[src/rtl/mem_arbiter.sv]
// Two-port arbiter sharing one main memory between the I-cache (port 0) and D-cache (port 1).
// Zero-cycle pass-through arbitration, locked ownership for miss bursts, read-return routing.
module mem_arbiter #(
  parameter int unsigned RD_LATENCY = 2,
  parameter int unsigned DATA_W     = 16
) (
  input  logic              clk,
  input  logic              rst,
  input  logic              rd_0,
  input  logic              wr_0,
  input  logic              lock_0,
  input  logic [DATA_W-1:0] addr_0,
  input  logic [DATA_W-1:0] data_in_0,
  input  logic              rd_1,
  input  logic              wr_1,
  input  logic              lock_1,
  input  logic [DATA_W-1:0] addr_1,
  input  logic [DATA_W-1:0] data_in_1,
  output logic              stall_0,
  output logic              stall_1,
  output logic              grant_0,
  output logic              grant_1,
  output logic [DATA_W-1:0] data_out,
  output logic              data_valid_0,
  output logic              data_valid_1,
  output logic [DATA_W-1:0] mem_addr,
  output logic [DATA_W-1:0] mem_data_in,
  output logic              mem_rd,
  output logic              mem_wr,
  input  logic [DATA_W-1:0] mem_data_out,
  input  logic              mem_stall,
  output logic              err
);

  typedef enum logic [1:0] {
    IDLE = 2'd0,
    OWN0 = 2'd1,
    OWN1 = 2'd2
  } state_e;

  state_e                state_q, state_d, state_eff;
  logic                  prio_q, prio_d, prio_eff;
  logic [RD_LATENCY-1:0] pvld_q, pvld_d;
  logic [RD_LATENCY-1:0] pid_q, pid_d;
  logic                  req_0, req_1;
  logic                  gnt_0, gnt_1;
  logic                  push;

  assign req_0 = rd_0 | wr_0 | lock_0;
  assign req_1 = rd_1 | wr_1 | lock_1;

  // Grant selection; a reset cycle arbitrates as IDLE with port 0 preferred.
  always_comb begin : arb_select
    gnt_0     = 1'b0;
    gnt_1     = 1'b0;
    state_eff = rst ? IDLE : state_q;
    prio_eff  = rst ? 1'b0 : prio_q;
    case (state_eff)
      OWN0:    gnt_0 = 1'b1;
      OWN1:    gnt_1 = 1'b1;
      default: begin
        if (req_0 && req_1) begin
          gnt_0 = ~prio_eff;
          gnt_1 = prio_eff;
        end else begin
          gnt_0 = req_0;
          gnt_1 = req_1;
        end
      end
    endcase
  end

  // Ownership and priority; a stalled owner keeps the bus until its last access is taken.
  always_comb begin : next_state
    state_d = state_q;
    prio_d  = prio_q;
    case (state_q)
      IDLE: begin
        if (gnt_0) begin
          if (lock_0) state_d = OWN0;
          else        prio_d  = 1'b1;
        end else if (gnt_1) begin
          if (lock_1) state_d = OWN1;
          else        prio_d  = 1'b0;
        end
      end
      OWN0: begin
        if (!mem_stall && !lock_0) begin
          state_d = IDLE;
          prio_d  = 1'b1;
        end
      end
      OWN1: begin
        if (!mem_stall && !lock_1) begin
          state_d = IDLE;
          prio_d  = 1'b0;
        end
      end
      default: state_d = IDLE;
    endcase
  end

  // Return pipeline: one {valid, port} entry per cycle, only accepted reads are valid.
  always_comb begin : ret_pipe
    push   = ((gnt_0 & rd_0) | (gnt_1 & rd_1)) & ~mem_stall;
    pvld_d = RD_LATENCY'({pvld_q, push});
    pid_d  = RD_LATENCY'({pid_q, gnt_1});
  end

  always_comb begin : outputs
    mem_rd       = 1'b0;
    mem_wr       = 1'b0;
    mem_addr     = '0;
    mem_data_in  = '0;
    err          = 1'b0;
    if (gnt_0) begin
      mem_rd      = rd_0;
      mem_wr      = wr_0;
      mem_addr    = addr_0;
      mem_data_in = data_in_0;
      err         = rd_0 & wr_0;
    end else if (gnt_1) begin
      mem_rd      = rd_1;
      mem_wr      = wr_1;
      mem_addr    = addr_1;
      mem_data_in = data_in_1;
      err         = rd_1 & wr_1;
    end
    grant_0      = gnt_0;
    grant_1      = gnt_1;
    stall_0      = req_0 & (~gnt_0 | mem_stall);
    stall_1      = req_1 & (~gnt_1 | mem_stall);
    // In-flight returns are discarded by reset, including the reset cycle itself.
    data_valid_0 = ~rst & pvld_q[RD_LATENCY-1] & ~pid_q[RD_LATENCY-1];
    data_valid_1 = ~rst & pvld_q[RD_LATENCY-1] &  pid_q[RD_LATENCY-1];
    data_out     = mem_data_out;
  end

  always_ff @(posedge clk) begin : state_reg
    if (rst) begin
      state_q <= IDLE;
      prio_q  <= 1'b0;
      pvld_q  <= '0;
      pid_q   <= '0;
    end else begin
      state_q <= state_d;
      prio_q  <= prio_d;
      pvld_q  <= pvld_d;
      pid_q   <= pid_d;
    end
  end

endmodule

[config.mk]
export PLATFORM = sky130hd
export DESIGN_NAME = mem_arbiter
export DESIGN_NICKNAME = d
export VERILOG_FILES = /design/src/rtl/mem_arbiter.sv
export SDC_FILE = /design/constraint.sdc
export NUM_CORES = 1
export LEC_CHECK = 0
export BUFFER_PORTS_ARGS = -buffer_cell sky130_fd_sc_hd__clkbuf_2
export CORE_ASPECT_RATIO = 1.2
export CORE_MARGIN = 8
export CORE_UTILIZATION = 33
export CTS_BUF_LIST = sky130_fd_sc_hd__clkbuf_16
export DETAILED_ROUTE_END_ITERATION = 10
export GPL_TIMING_DRIVEN = 0
export PLACE_DENSITY = 0.8
export RECOVER_POWER = 100
export SLEW_MARGIN = 30
export SYNTH_ARGS = -nofsm -noshare
export SYNTH_HDL_FRONTEND = slang
export SYNTH_SLANG_ARGS = --single-unit
[constraint.sdc]
create_clock -name clk -period 2.8 [get_ports clk]
set_clock_uncertainty 0.15 [all_clocks]
set_input_delay 0.28 -clock clk [delete_from_list [all_inputs] [get_ports clk]]
set_output_delay 0.28 -clock clk [all_outputs]
set_load 0.01 [all_outputs]
==> flow_metrics.env, run 1 <==
export IMPL_timing_max_slew_rel_slack_pct=69.4
export IMPL_startpoint="rst"
export IMPL_tightest_slew_ns=0.456
export IMPL_min_period_over_period_pct=95.9
export IMPL_portion_of_synthesized_cell_area_occupied_by_the_leading_cell_type_pct=21.1
export IMPL_number_of_antenna_violations_at_the_first_check_in_global_routing=0
export IMPL_flow_area_growth_from_synthesis_pct=64.3
export IMPL_post_dp_cell_area_um2=1970
export IMPL_power_density_nw_per_um2=783
export IMPL_clk_buf_depth=2
export IMPL_place_gp_congestion=0.902
export IMPL_drc=0
export IMPL_yosys_top_cells_count="sky130_fd_sc_hd__nand2_1, sky130_fd_sc_hd__o21ai_1, sky130_fd_sc_hd__buf_4"
export IMPL_total_leakage_power_nw=1.03
export IMPL_floorplan_core_area_um2=3660
export IMPL_status="finished, final reports clean"
export IMPL_finalWorstPathRequiredPeriod_ns=2.69
export IMPL_die_width_um=72.4
export IMPL_path_clk_slew_ns=0.03
export IMPL_timing_max_transition_violations_final=0
export IMPL_worst_endpoint_required_ns=2.37
export IMPL_synth_yosys_seq_area_share_pct=11.1
export IMPL_via_count_of_the_first_global_routing_pass=1971
export IMPL_numCtsBuffers=3
export IMPL_synth_warning_count=0
export IMPL_clock_tree_root_cell="sky130_fd_sc_hd__clkbuf_16"
export IMPL_insertedDiodeCount=0
export IMPL_synth_area_leader_cell="sky130_fd_sc_hd__nand2_1"
export IMPL_worst_setup_path_type="input port to output port"
export IMPL_final_nets=440
export IMPL_clkLatencyLatePin_ns=0.23
export IMPL_io_pin_count=146
export IMPL_syn_avg_cell_area_um2=6.06
export IMPL_fmax_ghz=0.372
export IMPL_synth_top_flop_cell="sky130_fd_sc_hd__dfxtp_1"
export IMPL_syn_num_nets=303
export IMPL_crit_path_end="mem_data_in[8]"
export IMPL_first_pass_iters=4
export IMPL_post_layout_total_power_mw=1.62
export IMPL_post_synth_num_cell_types=38
export IMPL_worstPathArrival_ns=2.26
export IMPL_number_of_drc_markers_after_the_initial_detailed_route_iteration=89
export IMPL_worst_ir_drop_vdd_mv=0.374
export IMPL_grt_use_total_pct=18.7
export IMPL_detailroute_via_count=1869
export IMPL_finalHoldViolCount=0
export IMPL_post_route_cells_drive_above_1_share_pct=39.2
export IMPL_finalSetupViolations=0
export IMPL_path_max_fanout=10
export IMPL_synthTopCellsByArea="sky130_fd_sc_hd__nand2_1, sky130_fd_sc_hd__o21ai_1, sky130_fd_sc_hd__dfxtp_1"
export IMPL_synth_edff_count=0
export IMPL_ys_async_sr_fraction_pct=0
export IMPL_reg2reg_to="state_q[1]$_SDFFE_PP0P_"
export IMPL_vias_per_cell=4.72
export IMPL_yosysMostFrequentCell="sky130_fd_sc_hd__nand2_1"
export IMPL_cp_start_kind="input port"
export IMPL_final_cell_area_um2=2070
export IMPL_die_area_um2=6060
export IMPL_global_route_overflow_total=0
export IMPL_setup_worst_path_end_class="output port"
export IMPL_maximum_number_of_pins_on_one_net_before_global_route_repair=11
export IMPL_netlist_area_um2=1260
export IMPL_r2r_start="state_q[0]$_SDFFE_PP0P_"
export IMPL_tritoncts_num_sinks=7
export IMPL_cts_tree="built"
export IMPL_row_count=24
export IMPL_portBuffers=129
export IMPL_initial_standard_cell_utilization_of_the_core_pct=34.4
export IMPL_fp_dieH_um=83.7
export IMPL_r2r_slack_ns=0.49
export IMPL_final_antenna_net_count=0
export IMPL_route_final_wire_length_um=5790
export IMPL_ys_ff_latch=7
export IMPL_timing_max_cap_violations=0
export IMPL_postCtsHoldBufs=0
export IMPL_number_of_cell_instances_on_the_worst_register_to_register_path=8
export IMPL_htreeDepth=1
export IMPL_detailedPlacementHpwl_um=4860
export IMPL_rsz0062_at_grt="false"
export IMPL_grt_pass1_wl_um=9260
export IMPL_post_syn_instances=208
export IMPL_min_path_type="input port to flop"
export IMPL_detail_route_wl_per_cell_um=14.6
==> registers in the layout, indices dropped and copies added (netlist names) <==
signal and cells:
state_q 2, pid_q 2, pvld_q 2, prio_q 1
==> worst min-delay path by stage <==
stage	end	startpoint	slack, ns	cells past startpoint
5_1_grt	pvld_q[0]$_SDFF_PP0_	mem_stall	0.15	2
4_1_cts	pvld_q[0]$_SDFF_PP0_	mem_stall	0.14	2
3_5_place_dp	pid_q[1]$_SDFF_PP0_	pid_q[0]$_SDFF_PP0_	0.28	1
3_3_place_gp	pid_q[1]$_SDFF_PP0_	pid_q[0]$_SDFF_PP0_	0.27	1
2_1_floorplan	pvld_q[0]$_SDFF_PP0_	mem_stall	0.20	1
6_report	pvld_q[0]$_SDFF_PP0_	mem_stall	0.15	2
==> through the flow <==
| stage | setup WS, ns | hold WS [ns] | utilization (%) | instances | TNS [ns] |
|---|---|---|---|---|---|
| 3_5_place_dp | -0.368 | 0.277 | 53.8 | 389 | -6.12 |
| 5_1_grt | 0.00993 | 0.155 | 56.6 | 396 | 0 |
| 6_report | 0.114 | 0.148 | 56.6 | 396 | 0 |
| 4_1_cts | 0.0139 | 0.143 | 57.2 | 396 | 0 |
| 2_1_floorplan | 0.289 | 0.203 | - | 208 | 0 |
| 3_3_place_gp | -0.346 | 0.267 | 53.8 | 389 | -5.30 |
==> layout by cell type (no fill, tap or decap), types with 4 or more instances in the layout <==
cell and instances:
sky130_fd_sc_hd__o211ai_1 4, sky130_fd_sc_hd__o21ai_1 32, sky130_fd_sc_hd__nand2_1 71, sky130_fd_sc_hd__buf_4 20
sky130_fd_sc_hd__dfxtp_1 6, sky130_fd_sc_hd__clkbuf_2 92, sky130_fd_sc_hd__nor2b_1 5, sky130_fd_sc_hd__inv_1 8
sky130_fd_sc_hd__buf_2 5, sky130_fd_sc_hd__o21ai_0 6, sky130_fd_sc_hd__clkbuf_1 41, sky130_fd_sc_hd__ha_1 5
==> worst max-delay path, stage by stage <==
cell and delay [ns]:
sky130_fd_sc_hd__clkbuf_2 0.12, sky130_fd_sc_hd__clkbuf_4 0.20, sky130_fd_sc_hd__nand2b_1 0.22, sky130_fd_sc_hd__ha_4 0.28
sky130_fd_sc_hd__nor4b_2 0.17, sky130_fd_sc_hd__a311oi_4 0.26, sky130_fd_sc_hd__buf_6 0.17, sky130_fd_sc_hd__buf_4 0.16
sky130_fd_sc_hd__nand2_1 0.07, sky130_fd_sc_hd__o21ai_2 0.15, sky130_fd_sc_hd__clkbuf_2 0.17
==> per-layer routing <==
| metal | wire length [um] | vias up | global-route usage, % |
|---|---|---|---|
| met3 | 699 | 12 | 9.38 |
| met5 | 0 | - | 0 |
| met1 | 2070 | 789 | 17.6 |
| met4 | 139 | 0 | 6.93 |
| met2 | 2890 | 105 | 33.4 |
| li1 | - | 963 | - |
==> cell families (layout without fill, tap and decap cells) <==
logic type | after synthesis | count (layout) | share of synthesized area, %
buffers and inverters | 36 | 172 | 17.3
adder cells (fa/ha/maj) | 6 | 6 | 5.95
flip-flops | 7 | 7 | 11.1
AO/OA/AOI/OAI | 61 | 61 | 30.3
AND/OR/NAND/NOR | 98 | 98 | 35.4
==> area by class of cell <==
cell class	instances	area (um2)
tap	52	65.1
clock buffer	3	75.1
clock inverter	1	3.75
multi-input combinational	165	941
sequential	7	141
timing repair buffer	132	614
buffer	29	205
fill	388	1590
inverter	7	26.3
==> power by group <==
group,leakage [nW],internal [mW],switching [mW],total (mW)
logic,0.930,0.492,0.744,1.24
clock network,0.0423,0.186,0.0535,0.239
registers,0.0578,0.127,0.0209,0.148
total,1.03,0.804,0.818,1.62
==> what timing repair did <==
action | in CTS | in global routing
setup endpoints to repair | 36 | 33
gates resized for setup | 9 | 9
setup buffers | 3 | 0
pin swaps | 1 | 1
Power figures use the tool's default switching activity.
==> run 2, diff against run 1 <==
--- a/config.mk
+++ b/config.mk
@@ -6,13 +6,15 @@
 export NUM_CORES = 1
 export LEC_CHECK = 0
 export BUFFER_PORTS_ARGS = -buffer_cell sky130_fd_sc_hd__clkbuf_2
+export CELL_PAD_IN_SITES_DETAIL_PLACEMENT = 1
+export CELL_PAD_IN_SITES_GLOBAL_PLACEMENT = 2
 export CORE_ASPECT_RATIO = 1.2
 export CORE_MARGIN = 8
-export CORE_UTILIZATION = 33
+export CORE_UTILIZATION = 14
 export CTS_BUF_LIST = sky130_fd_sc_hd__clkbuf_16
 export DETAILED_ROUTE_END_ITERATION = 10
 export GPL_TIMING_DRIVEN = 0
-export PLACE_DENSITY = 0.8
+export PLACE_DENSITY_LB_ADDON = 0.1
 export RECOVER_POWER = 100
 export SLEW_MARGIN = 30
 export SYNTH_ARGS = -nofsm -noshare
==> run 2 against run 1 <==
  * Critical path depth decreased by 1
  * Sequential share of layout area decreased by 0.36 points
  * Worst hold slack improved by 0.034 ns
  * Global-route usage decreased by 7.5 points
  * First-iteration DRC count decreased by 61%
  * Critical path type is now flop to output port
  * Register-to-register slack improved by 0.08 ns
  * Combinational power increased by 4%
  * Sequential power about the same
  * Highest routed layer unchanged
  * Utilization decreased by 32 points
  * Sequential cell count unchanged
==> flow_metrics.env, run 2 (same netlist as run 1, synthesis figures left out) <==
export IMPL_status="finished, final reports clean"
export IMPL_post_route_cells_drive_above_1_share_pct=45.3
export IMPL_finalHoldViolCount=0
export IMPL_detail_route_wl_per_cell_um=15.3
export IMPL_timing_max_cap_violations=0
export IMPL_place_gp_congestion=0.702
export IMPL_io_pin_count=146
export IMPL_path_clk_slew_ns=0.03
export IMPL_final_core_utilization_pct=24.6
export IMPL_via_count_of_the_first_global_routing_pass=2047
export IMPL_total_leakage_power_nw=1.11
export IMPL_portBuffers=129
export IMPL_setup_tns_ns=0
export IMPL_row_count=38
export IMPL_worst_setup_path_type="flop to output port"
export IMPL_die_width_um=103
export IMPL_tritoncts_num_sinks=7
export IMPL_floorplan_core_area_um2=8890
export IMPL_worst_ir_drop_vdd_mv=0.204
export IMPL_grt_use_total_pct=11.3
export IMPL_layout_cells_most_common="sky130_fd_sc_hd__clkbuf_2"
export IMPL_timing_max_transition_violations_final=0
export IMPL_detailroute_via_count=1891
export IMPL_clk_buf_depth=2
export IMPL_timing_max_slew_rel_slack_pct=69.5
export IMPL_mostFrequentLayoutCells="sky130_fd_sc_hd__clkbuf_2, sky130_fd_sc_hd__nand2_1, sky130_fd_sc_hd__o21ai_1, sky130_fd_sc_hd__buf_4, sky130_fd_sc_hd__clkbuf_1"
export IMPL_maximum_number_of_pins_on_one_net_before_global_route_repair=11
export IMPL_clock_tree_root_cell="sky130_fd_sc_hd__clkbuf_16"
export IMPL_min_period_over_period_pct=95.8
export IMPL_detailedPlacementHpwl_um=6240
export IMPL_first_pass_iters=4
export IMPL_reg_top3="pid_q x2, pvld_q x2, state_q x2"
export IMPL_setup_worst_path_end_class="output port"
export IMPL_final_antenna_net_count=0
export IMPL_fmax_ghz=0.373
export IMPL_fp_dieH_um=120
export IMPL_path_max_fanout=10
export IMPL_clkLatencyLatePin_ns=0.23
export IMPL_initial_standard_cell_utilization_of_the_core_pct=14.2
export IMPL_min_path_type="input port to flop"
export IMPL_htreeDepth=1
export IMPL_route_final_wire_length_um=7120
export IMPL_number_of_drc_markers_after_the_initial_detailed_route_iteration=35
export IMPL_flow_area_growth_from_synthesis_pct=73.4
export IMPL_numCtsBuffers=3
export IMPL_finalSetupViolations=0
export IMPL_power_density_nw_per_um2=767
export IMPL_worst_endpoint_required_ns=2.37
export IMPL_worstPathArrival_ns=2.25
export IMPL_cp_start_kind="flop"
export IMPL_finalWorstPathRequiredPeriod_ns=2.68
export IMPL_cts_tree="built"
export IMPL_insertedDiodeCount=0
export IMPL_rsz0062_at_grt="true"
export IMPL_tightest_slew_ns=0.458
export IMPL_drc=0
export IMPL_post_layout_total_power_mw=1.68
export IMPL_die_area_um2=12300
export IMPL_vias_per_cell=4.08
export IMPL_grt_pass1_wl_um=10900
export IMPL_global_route_overflow_total=0
export IMPL_final_nets=440
export IMPL_number_of_antenna_violations_at_the_first_check_in_global_routing=0
[run 2: metrics by stage]
stage / instance area [um2] / cells / hold WS (ns) / worst slack, ns
2_1_floorplan: 1260 / 208 / 0.203 / 0.289
3_3_place_gp: 2060 / 457 / 0.268 / -0.386
3_5_place_dp: 2060 / 457 / 0.280 / -0.403
4_1_cts: 2180 / 463 / 0.195 / 0.00851
5_1_grt: 2190 / 464 / 0.210 / -0.0439
6_report: 2190 / 464 / 0.182 / 0.117
[run 2: cell type report]
| class | instances | area, um2 |
|---|---|---|
| clock inverters | 1 | 3.75 |
| repair buffers | 132 | 646 |
| clock buffers | 3 | 75.1 |
| flip-flops and latches | 7 | 141 |
| fillers | 1192 | 6700 |
| multi-input cells | 165 | 937 |
| inverters | 7 | 26.3 |
| well taps | 120 | 150 |
| plain buffers | 29 | 208 |
[run 2: path summary, 6_finish.rpt]
path / start / endpoint / slack, ns / depth (start not counted)
max: state_q[1]$_SDFFE_PP0P_ / mem_data_in[0] / 0.12 / 10
min: mem_stall / pvld_q[0]$_SDFF_PP0_ / 0.18 / 2
max reg2reg: state_q[1]$_SDFFE_PP0P_ / prio_q$_SDFFE_PP0P_ / 0.57 / 8
min reg2reg: pid_q[0]$_SDFF_PP0_ / pid_q[1]$_SDFF_PP0_ / 0.28 / 1
[run 2: routing by layer]
metal | vias up | GRT usage (%) | part of all wire, %
met5 | - | 0 | 0
met4 | 0 | 2.48 | 0.77
met3 | 5 | 5.62 | 11
met2 | 73 | 21.0 | 53
met1 | 851 | 10.6 | 35
li1 | 962 | - | -
[run 2: critical path: stages (launching register included)]
cell	delay, ns
sky130_fd_sc_hd__dfxtp_2	0.36
sky130_fd_sc_hd__inv_1	0.11
sky130_fd_sc_hd__nor2_4	0.14
sky130_fd_sc_hd__ha_4	0.23
sky130_fd_sc_hd__nor4b_2	0.17
sky130_fd_sc_hd__a311oi_4	0.34
sky130_fd_sc_hd__buf_6	0.17
sky130_fd_sc_hd__buf_4	0.17
sky130_fd_sc_hd__nand2_1	0.07
sky130_fd_sc_hd__o21ai_1	0.11
sky130_fd_sc_hd__clkbuf_2	0.16
[run 2: where the power goes]
part	switching [mW]	internal, mW
combinational	0.768	0.521
clock	0.0520	0.185
sequential	0.0240	0.127
[run 2: repair_timing]
| action | CTS | global route |
|---|---|---|
| setup endpoints to repair | 37 | 33 |
| pin swaps | 1 | 2 |
| hold endpoints to repair | 0 | 0 |
| setup buffers | 2 | 1 |
| hold buffers | 0 | 0 |
| resized for setup | 12 | 2 |
==> run 3, diff against run 2 <==
--- a/config.mk
+++ b/config.mk
@@ -9,8 +9,8 @@
 export CELL_PAD_IN_SITES_DETAIL_PLACEMENT = 1
 export CELL_PAD_IN_SITES_GLOBAL_PLACEMENT = 2
 export CORE_ASPECT_RATIO = 1.2
-export CORE_MARGIN = 8
-export CORE_UTILIZATION = 14
+export CORE_MARGIN = 3
+export CORE_UTILIZATION = 15
 export CTS_BUF_LIST = sky130_fd_sc_hd__clkbuf_16
 export DETAILED_ROUTE_END_ITERATION = 10
 export GPL_TIMING_DRIVEN = 0
==> constraint.sdc (replaced) <==
create_clock -name clk -period 3.5 [get_ports clk]
set_clock_uncertainty 0.15 [all_clocks]
set_input_delay 0.35 -clock clk [delete_from_list [all_inputs] [get_ports clk]]
set_output_delay 0.35 -clock clk [all_outputs]
set_load 0.01 [all_outputs]
==> run 3 against run 2 <==
  * Wire length decreased by 15%
  * Via count down 0.74%
  * Sequential power shrank 22%
  * Critical endpoint is now err
==> flow_metrics.env, run 3 (same netlist as run 1, synthesis figures left out) <==
export IMPL_initial_standard_cell_utilization_of_the_core_pct=15.5
export IMPL_timing_max_cap_violations=0
export IMPL_final_nets=436
export IMPL_post_layout_total_power_mw=1.24
export IMPL_via_count_of_the_first_global_routing_pass=1945
export IMPL_numCtsBuffers=3
export IMPL_timing_max_slew_rel_slack_pct=65.0
export IMPL_number_of_drc_markers_after_the_initial_detailed_route_iteration=44
export IMPL_flow_area_growth_from_synthesis_pct=63.3
export IMPL_fp_dieH_um=106
export IMPL_clkLatencyLatePin_ns=0.23
export IMPL_die_area_um2=9550
export IMPL_rsz0062_at_grt="false"
export IMPL_detailroute_via_count=1877
export IMPL_worstPathArrival_ns=2.74
export IMPL_detailedPlacementHpwl_um=5190
export IMPL_vias_per_cell=4.13
export IMPL_layout_cells_most_common="sky130_fd_sc_hd__clkbuf_2"
export IMPL_number_of_antenna_violations_at_the_first_check_in_global_routing=0
export IMPL_finalWorstPathRequiredPeriod_ns=3.24
export IMPL_detail_route_wl_per_cell_um=13.3
export IMPL_timing_max_transition_violations_final=0
export IMPL_worst_hold_slack_ns=0.225
export IMPL_place_gp_congestion=0.708
export IMPL_r2r_slack_ns=0.96
export IMPL_mostFrequentLayoutCells="sky130_fd_sc_hd__clkbuf_2, sky130_fd_sc_hd__nand2_1, sky130_fd_sc_hd__clkbuf_1, sky130_fd_sc_hd__o21ai_1, sky130_fd_sc_hd__buf_4"
export IMPL_finalSetupViolations=0
export IMPL_row_count=36
export IMPL_worst_endpoint_required_ns=3.00
export IMPL_cts_tree="built"
export IMPL_setup_tns_ns=0
export IMPL_io_pin_count=146
export IMPL_grt_pass1_wl_um=9740
export IMPL_min_path_type="input port to flop"
export IMPL_power_density_nw_per_um2=602
export IMPL_clock_tree_root_cell="sky130_fd_sc_hd__clkbuf_16"
export IMPL_path_max_fanout=10
export IMPL_post_cts_setup_buffer_count=0
export IMPL_worst_ir_drop_vdd_mv=0.187
export IMPL_tritoncts_num_sinks=7
export IMPL_reg_top3="pid_q x2, pvld_q x2, state_q x2"
export IMPL_clk_buf_depth=2
export IMPL_fillcell_total=1100
export IMPL_insertedDiodeCount=0
export IMPL_die_width_um=89.7
export IMPL_final_antenna_net_count=0
export IMPL_grt_use_total_pct=12.3
export IMPL_total_leakage_power_nw=0.960
export IMPL_finalHoldViolCount=0
export IMPL_post_route_cells_drive_above_1_share_pct=32.4
export IMPL_worst_setup_path_type="flop to output port"
export IMPL_maximum_number_of_pins_on_one_net_before_global_route_repair=11
export IMPL_global_route_overflow_total=0
export IMPL_setup_worst_path_end_class="output port"
export IMPL_tightest_slew_ns=0.517
export IMPL_cp_start_kind="flop"
export IMPL_floorplan_core_area_um2=8150
export IMPL_path_clk_slew_ns=0.04
export IMPL_portBuffers=129
export IMPL_fmax_ghz=0.309
export IMPL_htreeDepth=1
export IMPL_drc=0
export IMPL_status="finished, final reports clean"
export IMPL_first_pass_iters=3
export IMPL_route_final_wire_length_um=6040
export IMPL_min_period_over_period_pct=92.6
-- run 3: changes by cell type in the layout (fill, tap and decap cells not counted), sizes merged --
cell,before,now
buf,28,23
clkbuf,136,137
-- run 3: worst max-delay path, cell delays in order (launching register included) --
cell and delay [ns]:
sky130_fd_sc_hd__dfxtp_1 0.41, sky130_fd_sc_hd__inv_1 0.10, sky130_fd_sc_hd__nor2_1 0.25, sky130_fd_sc_hd__ha_1 0.34, sky130_fd_sc_hd__nor4b_1 0.19, sky130_fd_sc_hd__a311oi_4 0.33, sky130_fd_sc_hd__clkbuf_1 0.45, sky130_fd_sc_hd__nand4_1 0.16
sky130_fd_sc_hd__o21ai_1 0.10, sky130_fd_sc_hd__clkbuf_1 0.17
-- run 3: power breakdown --
| group | total (mW) | switching, mW | internal (mW) |
|---|---|---|---|
| sequential | 0.118 | 0.0172 | 0.101 |
| clock | 0.193 | 0.0440 | 0.149 |
| combinational | 0.930 | 0.587 | 0.344 |
| total | 1.24 | 0.648 | 0.593 |
-- run 3: final cells by class --
| type | instances | area [um2] | share of cell area [%] |
|---|---|---|---|
| buffer | 28 | 185 | 8.99 |
| clock buffer | 3 | 75.1 | 3.65 |
| clock inverter | 1 | 3.75 | 0.182 |
| inverter | 7 | 26.3 | 1.28 |
| multi-input combinational | 165 | 903 | 43.9 |
| sequential | 7 | 140 | 6.80 |
| tap | 114 | 143 | 6.93 |
| timing repair buffer | 129 | 583 | 28.3 |
-- run 3: path summary, 6_finish.rpt --
check	startpoint	end	cells past startpoint
hold / removal	mem_stall	pvld_q[0]$_SDFF_PP0_	2
setup reg to reg	state_q[1]$_SDFFE_PP0P_	state_q[1]$_SDFFE_PP0P_	8
setup / recovery	state_q[1]$_SDFFE_PP0P_	err	9
hold reg to reg	pid_q[0]$_SDFF_PP0_	pid_q[1]$_SDFF_PP0_	1
-- run 3: routing by layer --
| layer | up-vias | GRT usage [%] | wire (um) |
|---|---|---|---|
| li1 | 956 | - | - |
| met1 | 845 | 12.9 | 2180 |
| met2 | 72 | 23.3 | 3190 |
| met3 | 4 | 4.60 | 622 |
| met4 | 0 | 2.63 | 51 |
| met5 | - | 0 | 0 |
-- run 3: timing repair --
| item | CTS | global route |
|---|---|---|
| resized for setup | 0 | 0 |
| endpoints found under the setup margin | 0 | 18 |
| hold buffers | 0 | 0 |
-- run 3: per-stage QoR --
stage	worst slack [ns]	cells	instance area [um2]	util, %
after floorplan	0.849	208	1260	-
after global routing	0.0244	454	2060	25.3
final	0.260	454	2060	25.3
after CTS	0.135	455	2130	26.1
after global placement	0.182	451	2050	25.1
after detailed placement	0.154	451	2050	25.1
